--- config.mk ---
export PLATFORM = sky130hd
export DESIGN_NAME = gecko_print_uart
export DESIGN_NICKNAME = d
export VERILOG_FILES = /design/src/rtl/gecko_print_uart.sv
export SDC_FILE = /design/constraint.sdc
export NUM_CORES = 1
export LEC_CHECK = 0
export ABC_AREA = 1
export BUFFER_PORTS_ARGS = -buffer_cell sky130_fd_sc_hd__buf_2
export CELL_PAD_IN_SITES_DETAIL_PLACEMENT = 1
export CELL_PAD_IN_SITES_GLOBAL_PLACEMENT = 1
export CORE_MARGIN = 5
export CORE_UTILIZATION = 54
export DETAILED_ROUTE_END_ITERATION = 10
export GPL_ROUTABILITY_DRIVEN = 0
export PLACE_DENSITY = 0.92
export SLEW_MARGIN = 20
export SYNTH_ARGS = -nofsm -noshare
export SYNTH_HDL_FRONTEND = slang
export SYNTH_SLANG_ARGS = --single-unit
--- constraint.sdc ---
create_clock -name clk -period 6.3 [get_ports clk]
set_input_delay 0.315 -clock clk [delete_from_list [all_inputs] [get_ports clk]]
set_output_delay 0.315 -clock clk [all_outputs]
set_load 0.02 [all_outputs]
--- src/rtl/gecko_print_uart.sv ---
`default_nettype none
// ============================================================================
// Module   : gecko_print_uart
// Brief    : Buffers bytes from the gecko print stream in a small FIFO and
//            shifts them out on an 8N1 UART line, back-to-back when queued.
// Revision : 1.0 - initial release
// ============================================================================
module gecko_print_uart #(
    parameter int CLKS_PER_BIT = 868,
    parameter int FIFO_DEPTH   = 16
) (
    input  logic                        clk,
    input  logic                        rst,
    input  logic                        print_valid,
    output logic                        print_ready,
    input  logic [7:0]                  print_data,
    output logic                        uart_tx,
    output logic                        tx_busy,
    output logic [$clog2(FIFO_DEPTH):0] fifo_count
);

    localparam int                 c_aw         = $clog2(FIFO_DEPTH);
    localparam logic [c_aw:0]      c_depth      = (c_aw + 1)'(FIFO_DEPTH);
    localparam logic [c_aw:0]      c_cnt_one    = (c_aw + 1)'(1);
    localparam logic [c_aw-1:0]    c_ptr_one    = c_aw'(1);
    localparam logic [15:0]        c_bit_reload = 16'(CLKS_PER_BIT - 1);

    typedef enum logic [1:0] {
        IDLE  = 2'd0,
        START = 2'd1,
        DATA  = 2'd2,
        STOP  = 2'd3
    } state_t;

    state_t            r_state;
    state_t            w_state_next;
    logic [7:0]        r_mem [FIFO_DEPTH];
    logic [c_aw-1:0]   r_wr_ptr;
    logic [c_aw-1:0]   r_rd_ptr;
    logic [c_aw:0]     r_count;
    logic [15:0]       r_timer;
    logic [15:0]       w_timer_next;
    logic [2:0]        r_bit_idx;
    logic [2:0]        w_bit_idx_next;
    logic [7:0]        r_shift;
    logic [7:0]        w_shift_next;
    logic              r_tx;
    logic              w_tx_next;
    logic              r_live;
    logic              w_push;
    logic              w_pop;
    logic              w_timer_done;

    // r_live keeps ready low on the first edge after reset release.
    assign print_ready  = r_live && (r_count < c_depth);
    assign w_push       = print_valid && print_ready;
    assign w_timer_done = (r_timer == 16'd0);
    assign tx_busy      = (r_state != IDLE);
    assign uart_tx      = r_tx;
    assign fifo_count   = r_count;

    always_comb begin
        w_state_next   = r_state;
        w_timer_next   = r_timer;
        w_bit_idx_next = r_bit_idx;
        w_shift_next   = r_shift;
        w_pop          = 1'b0;
        case (r_state)
            IDLE: begin
                if (r_count != '0) begin
                    w_pop        = 1'b1;
                    w_shift_next = r_mem[r_rd_ptr];
                    w_timer_next = c_bit_reload;
                    w_state_next = START;
                end
            end
            START: begin
                if (w_timer_done) begin
                    w_bit_idx_next = 3'd0;
                    w_timer_next   = c_bit_reload;
                    w_state_next   = DATA;
                end else begin
                    w_timer_next = r_timer - 16'd1;
                end
            end
            DATA: begin
                if (w_timer_done) begin
                    w_timer_next = c_bit_reload;
                    if (r_bit_idx == 3'd7) begin
                        w_state_next = STOP;
                    end else begin
                        w_shift_next   = {1'b0, r_shift[7:1]};
                        w_bit_idx_next = r_bit_idx + 3'd1;
                    end
                end else begin
                    w_timer_next = r_timer - 16'd1;
                end
            end
            STOP: begin
                if (w_timer_done) begin
                    // Chain straight into the next start bit when bytes are waiting.
                    if (r_count != '0) begin
                        w_pop        = 1'b1;
                        w_shift_next = r_mem[r_rd_ptr];
                        w_timer_next = c_bit_reload;
                        w_state_next = START;
                    end else begin
                        w_timer_next = 16'd0;
                        w_state_next = IDLE;
                    end
                end else begin
                    w_timer_next = r_timer - 16'd1;
                end
            end
            default: w_state_next = IDLE;
        endcase

        case (w_state_next)
            START:   w_tx_next = 1'b0;
            DATA:    w_tx_next = w_shift_next[0];
            default: w_tx_next = 1'b1;
        endcase
    end

    always_ff @(posedge clk or negedge rst) begin
        if (!rst) begin
            r_state   <= IDLE;
            r_timer   <= 16'd0;
            r_bit_idx <= 3'd0;
            r_shift   <= 8'd0;
            r_tx      <= 1'b1;
        end else begin
            r_state   <= w_state_next;
            r_timer   <= w_timer_next;
            r_bit_idx <= w_bit_idx_next;
            r_shift   <= w_shift_next;
            r_tx      <= w_tx_next;
        end
    end

    always_ff @(posedge clk or negedge rst) begin
        if (!rst) begin
            r_live   <= 1'b0;
            r_wr_ptr <= '0;
            r_rd_ptr <= '0;
            r_count  <= '0;
        end else begin
            r_live <= 1'b1;
            if (w_push) begin
                r_wr_ptr <= r_wr_ptr + c_ptr_one;
            end
            if (w_pop) begin
                r_rd_ptr <= r_rd_ptr + c_ptr_one;
            end
            case ({w_push, w_pop})
                2'b10:   r_count <= r_count + c_cnt_one;
                2'b01:   r_count <= r_count - c_cnt_one;
                default: r_count <= r_count;
            endcase
        end
    end

    always_ff @(posedge clk) begin
        if (w_push) begin
            r_mem[r_wr_ptr] <= print_data;
        end
    end

endmodule
`default_nettype wire

==> results of run 1 <==
## cells in the mapped netlist (all sizes together), types with 2 or more instances
library cell | n | area, um^2
nor2 | 154 | 636
nand2 | 137 | 557
edfxtp | 128 | 3840
o21ai | 67 | 347
dfrtp | 43 | 1080
nand3 | 41 | 210
inv | 39 | 146
o211ai | 27 | 216
ha | 19 | 238
buf | 14 | 82.6
xor2 | 13 | 114
clkbuf | 12 | 45.0
a21oi | 11 | 62.6
nand4 | 6 | 37.5
nor3 | 6 | 46.3
a22oi | 5 | 37.5
a31oi | 3 | 18.8
nor3b | 3 | 22.5
o21a | 3 | 22.5
or2 | 3 | 18.8
o221ai | 2 | 17.5
xnor2 | 2 | 17.5
## worst min-delay path, delay by kind of cell
family / cells / cell delay, ns
AND/OR/NAND/NOR: 1 / 0.15
buffers and inverters: 1 / 0.10
XOR/XNOR: 1 / 0.09
## worst max path at each step
stage                                           end  cells past startpoint
after global routing      fifo_count[4]$_DFFE_PN0P_                     19
after CTS                 fifo_count[4]$_DFFE_PN0P_                     19
final                     fifo_count[4]$_DFFE_PN0P_                     19
after floorplan           fifo_count[4]$_DFFE_PN0P_                     17
after detailed placement  fifo_count[4]$_DFFE_PN0P_                     19
after global placement    fifo_count[4]$_DFFE_PN0P_                     19
## sequential cells by signal, indices dropped and copies added, names as in the netlist
signal	flops
r_live	1
r_bit_idx	3
uart_tx	1
r_shift	8
r_timer	16
fifo_count	5
r_mem	128
r_state	2
r_wr_ptr	4
r_rd_ptr	4
## power groups by stage
stage | clock network [W] | registers [W] | logic [W]
after floorplan | 0 | 0.00147 | 0.000980
after global placement | 0 | 0.00148 | 0.00125
after detailed placement | 0 | 0.00150 | 0.00137
after CTS | 0.00115 | 0.00148 | 0.00143
after global routing | 0.00121 | 0.00150 | 0.00158
final | 0.00114 | 0.00149 | 0.00144
## what timing repair did
item                                   CTS  global route
gates resized for setup                  0             0
hold buffers                             0             1
buffers inserted                         0             0
endpoints found under the hold margin    0            43
## cell usage in the layout (no fill, tap or decap), drive strengths merged, types with 4 or more instances in the layout
master,count
buf,20
nor2,154
o21ai,67
a21oi,11
xor2,13
inv,45
a22oi,5
nand4,6
nor3,6
clkbuf,19
ha,19
edfxtp,128
nand3,41
dfrtp,43
nand2,137
o211ai,27
bufinv,4
## final cells by class
type                    instances  area share, %
clock inverters                13           2.30
clock buffers                  19           4.95
flip-flops and latches        172           56.6
inverters                      40           1.72
well taps                     184           2.63
multi-input cells             507           30.5
repair buffers                 21           1.35
## cells by family (layout without fill, tap and decap cells)
logic type / count (synthesis) / count (layout) / share of synthesized area [%]
xor gates and xnor gates: 15 / 15 / 1.67
and+or+nand+nor: 351 / 351 / 19.5
adders and majority gates: 20 / 20 / 3.27
DFF: 172 / 172 / 62.7
AOI/OAI and AO/OA: 120 / 120 / 9.33
buffers and inverters: 66 / 93 / 3.52
other: 1 / 1 / 0.0476
## stage by stage
step | total power (W) | setup slack, ns | area, um^2 | std cells | util, %
after CTS | 0.00406 | 3.28 | 8730 | 955 | 60.5
after global routing | 0.00429 | 2.96 | 8740 | 956 | 60.6
after detailed placement | 0.00287 | 3.35 | 8100 | 923 | 56.1
final | 0.00407 | 3.23 | 8740 | 956 | 60.6
after floorplan | 0.00245 | 3.66 | 7890 | 745 | -
after global placement | 0.00274 | 3.54 | 8100 | 923 | 56.1
## metal layers
layer	track usage [%]	vias up	wire length [um]
met5	0	-	0
met3	5.98	80	1380
li1	-	2593	-
met4	12.6	0	952
met1	32.4	2850	8220
met2	48.1	255	11500
==> run metrics, run 1 <==
status finished, final reports clean; Initial Util a little over half; Least-Margin Pin Slew between 1 and 1.5 ns; Post-synth top flop edfxtp_1; hold depth 3; ys async rst share 25.6%; startpoint types register; detailed-route DRC error count 0; Max Slew Vio Count 0; First DRT Iteration DRCs 512; IO Pins 19; period utilization roughly half; VDD IR max 0.305 mV; Power Internal about 0.0024 W; sequential power share about 37%; CTS clk-pin slew, worst paths 0.07 ns; Buf/Inv on CP 3; I/O Buffers 18; Combinational Power Share approximately 35%; pwr/cell area 465 mW/mm^2; # diodes 0; minimum clock period 3.07 ns; worst setup path category reg2reg; CP most frequent cell nand2_1; hold_sp print_valid; slowest CP cell fa_1; row count 44; Final nets slightly below 800; H-tree levels 4; Rel. slew slack between 20% and 30%; Final Hold Fails 0; DR vias between 5000 and 6000; Ys Warns 0; Switching Share 39.9%; family with the most delay on the worst path simple AND/OR/NAND/NOR gates; first-pass GRT wire length 35100 um; largest net degree at the start of global routing 69; drt via density 6.04; WP data arrival around 3.4 ns; Detail Route Antenna Nets 0; Post-Route WL 22100 um; RSZ-0062 raised after global routing false; grt ovf 0; vias in the first global route around 6400; number of fillers in the final layout 1522; setup TNS 0 ns; Critical path origin r_timer[0]$_DFFE_PN0P_; worst-case clock skew 0.0176 ns; core area 0.0144 mm^2; Critical Path Fanout Max 8; Post-Synthesis Cell Area 0.00789 mm^2; Cells after Synth 745; FF-to-FF path depth 19; Synth cell types 42; routed len/inst 23.1 um; syn_area_per_cell 10.6 um^2; reg2reg start r_timer[0]$_DFFE_PN0P_; Skew-Pair Late Insertion Delay 0.43 ns; max cap viols 0; CP peak stage delay 0.40 ns; Multi-input gate area approximately 0.0027 mm^2; CP Data Required Time 6.64 ns; clk root buf clkbuf_16; Post-synth EDFFs 128; Final setup viols 0; Leak 3.46 nW; Die Height 131 um; post-detail-place hpwl 13500 um; Hold Path Sink r_wr_ptr[0]$_DFFE_PN0P_; Layout area overhead 10.9%; worst hold path class in2reg; CTS buffer count 17; TritonCTS sink count between 150 and 200; DR pass1 iterations 4; post-synthesis sequential area ratio a little over three fifths; initial antenna violation count 0; clk buf depth 2; Die W roughly 130 um; Clk pwr share 28.1%; CTS tree done; Setup crit end kind register; layout cell share with drive strength beyond 1 about an eighth; switching power total around 0.0016 W; Seq cells post-synth 172; register area 0.00495 mm^2; die outline area 0.0171 mm^2; GR Util All Layers 27.5%; Synth Net Count about 780; worst hold margin 0.263 ns; worst r2r dst fifo_count[4]$_DFFE_PN0P_; setup slack, reg-to-reg about 3.2 ns; fmax 325 MHz; Critical Path, Cell by Cell inv_1, ha_1, nand2_1, nor2_4, nand2_4, nand2_2, nand2_4, nor2_4, nand2_2, inv_2, ha_1, inv_1, fa_1, nor2_1, a211oi_1, nand2_1, nand2_1, nor2_1, xor2_1
No activity file was read; power rests on OpenSTA's default activity.
==> run 2, diff against run 1 <==
- CORE_UTILIZATION: 54 -> 45
- PLACE_DENSITY: 0.92 -> 0.82
- clock period: 6.3 -> 2.8 ns (I/O delays scaled with it)
==> run 2 against run 1 <==
  * Critical path depth stayed put
  * Critical endpoint unchanged
  * Cell count increased by 6.6%
  * Design area increased by 2.0%
  * Largest cell class unchanged
  * Die area is 18% higher
  * Sequential share of layout area decreased by 1.1 points
  * Wire length shrank 5.0%
  * Combinational power rose by 130%
==> run metrics, run 2 (synthesized netlist as in run 1, its figures left out) <==
largest net degree at the start of global routing between 40 and 50; # diodes 0; CP most frequent cell nand2_1; GR Util All Layers 21.6%; max reg flops 128; CTS tree done; CTS clk-pin slew, worst paths 0.07 ns; initial antenna violation count 0; DR pass1 iterations 5; CTS buffer count 17; first-pass GRT wire length approximately 34000 um; detailed-route DRC error count 0; post-detail-place hpwl 13300 um; minimum clock period 2.64 ns; routed len/inst 20.6 um; Die W 142 um; die outline area 0.0203 mm^2; worst hold margin about 0.10 ns; max cap viols 0; H-tree levels 4; worst setup path category reg2reg; Detail Route Antenna Nets 0; Critical Path Fanout Max 4; number of fillers in the final layout 1856; setup TNS 0 ns; TritonCTS sink count 172; Rel. slew slack ~43%; Die Height 142 um; VDD IR max 0.480 mV; grt ovf 0; Layout area overhead 13.1%; vias in the first global route roughly 6300; Placed Instances 986; worst-case clock skew 0.0103 ns; layout cell share with drive strength beyond 1 15.1%; slowest CP cell dfrtp_1; clk buf depth 2; IO Pins 19; Least-Margin Pin Slew 0.846 ns; status finished, final reports clean; placed inst area 0.00832 mm^2; most common cell after layout, fill and taps aside nor2_1; RSZ-0062 raised after global routing false; Largest Register r_mem; Final nets a little over 800; Skew-Pair Late Insertion Delay between 0.4 and 0.5 ns; drt via density 5.67; Max Slew Vio Count 0; Initial Util 45.8%; period utilization approximately 94%; CP Data Required Time around 3.2 ns; startpoint types register; family with the most delay on the worst path simple AND/OR/NAND/NOR gates; CP peak stage delay roughly 0.38 ns; fin cells 1019; Regs by FF count r_mem x128, r_timer x16, r_shift x8; Setup crit end kind register; most frequent cells in the layout nor2_1 (138), edfxtp_1 (128), nand2_1 (127); post-CTS setup buffer count 0; Post-Route WL 21000 um; clk root buf clkbuf_16; fmax roughly 380 MHz; final std cell area, no fill 0.00892 mm^2; Critical Path, Cell by Cell inv_1, ha_1, nand2_1, nor2_4, nand2_4, nand2_2, nand2_4, nor2_4, nand2_2, inv_2, ha_4, inv_1, fa_2, nor2_1, a211oi_2, nand2_1, nand2_1, nor2_1, xor2_1; DR vias 5781; Final setup viols 0; Tot Pwr just under 0.009 W; worst hold path class in2reg; row count 48; First DRT Iteration DRCs ~450; Final Hold Fails 0; Buf/Inv on CP 3; WP data arrival 2.99 ns; core area 0.0172 mm^2; Leak between 3 and 4 nW; I/O Buffers 18; pwr/cell area 1000 mW/mm^2
run 2: cell count changes in the layout (fill, tap and decap cells not counted), sizes merged:
cell      previous run  this run
buf                 20        42
bufinv               4         0
clkbuf              19        18
clkinv               3         4
clkinvlp             1         3
inv                 45        47
run 2: worst paths after layout:
| check | startpoint | to | slack, ns | cells after the start |
|---|---|---|---|---|
| worst max-delay path | r_timer[1]$_DFFE_PN0P_ | fifo_count[4]$_DFFE_PN0P_ | 0.16 | 19 |
| worst min-delay path | print_valid | r_wr_ptr[0]$_DFFE_PN0P_ | 0.10 | 3 |
| worst max register to register | r_timer[1]$_DFFE_PN0P_ | fifo_count[4]$_DFFE_PN0P_ | 0.16 | 19 |
| worst min register to register | r_shift[0]$_DFF_PN0_ | r_shift[0]$_DFF_PN0_ | 0.50 | 2 |
| max in group asynchronous | rst | uart_tx$_DFF_PN1_ | 1.77 | 3 |
| min in group asynchronous | rst | r_timer[3]$_DFFE_PN0P_ | 0.26 | 2 |
run 2: worst reg2reg max path: cells and delay by family, from the launching register on:
kind / cells / cell delay, ns
buffers and inverters: 3 / 0.28
xor gates and xnor gates: 1 / 0.15
DFF: 1 / 0.38
AOI/OAI and AO/OA: 1 / 0.06
adders and majority gates: 3 / 0.70
and+or+nand+nor: 11 / 0.99
run 2: final cells by class:
type | instances | area, um^2 | share of cell area (%)
clock buffers | 18 | 429 | 4.81
inverters | 40 | 150 | 1.68
flip-flops and latches | 172 | 4950 | 55.5
well taps | 225 | 282 | 3.16
multi-input cells | 507 | 2690 | 30.1
clock inverters | 14 | 129 | 1.45
repair buffers | 43 | 293 | 3.28
run 2: layer usage:
| layer | part of all wire [%] | wire [um] | GRT usage [%] |
|---|---|---|---|
| met5 | 0 | 0 | 0 |
| met1 | 40 | 8460 | 25.9 |
| met3 | 4.0 | 829 | 3.76 |
| met2 | 53 | 11100 | 39.2 |
| met4 | 2.7 | 566 | 7.60 |
run 2: power breakdown:
group | total (W) | internal [W] | switching [W]
combinational | 0.00337 | 0.00105 | 0.00231
clock | 0.00226 | 0.00117 | 0.00109
sequential | 0.00330 | 0.00304 | 0.000253
total | 0.00892 | 0.00527 | 0.00365
run 2: timing repair:
action / CTS / global route
hold endpoints to repair: 23 / 0
setup endpoints to repair: 1 / 1
hold buffers: 1 / 0
pin swaps: 0 / 1
gates resized for setup: 2 / 6
run 2: metrics by stage:
stage | util [%] | setup WS [ns]
after detailed placement | 48.3 | 0.0188
after global placement | 48.3 | 0.195
after global routing | 51.7 | 0.0110
after CTS | 51.6 | 0.0399
final | 51.7 | 0.164
after floorplan | - | 0.158
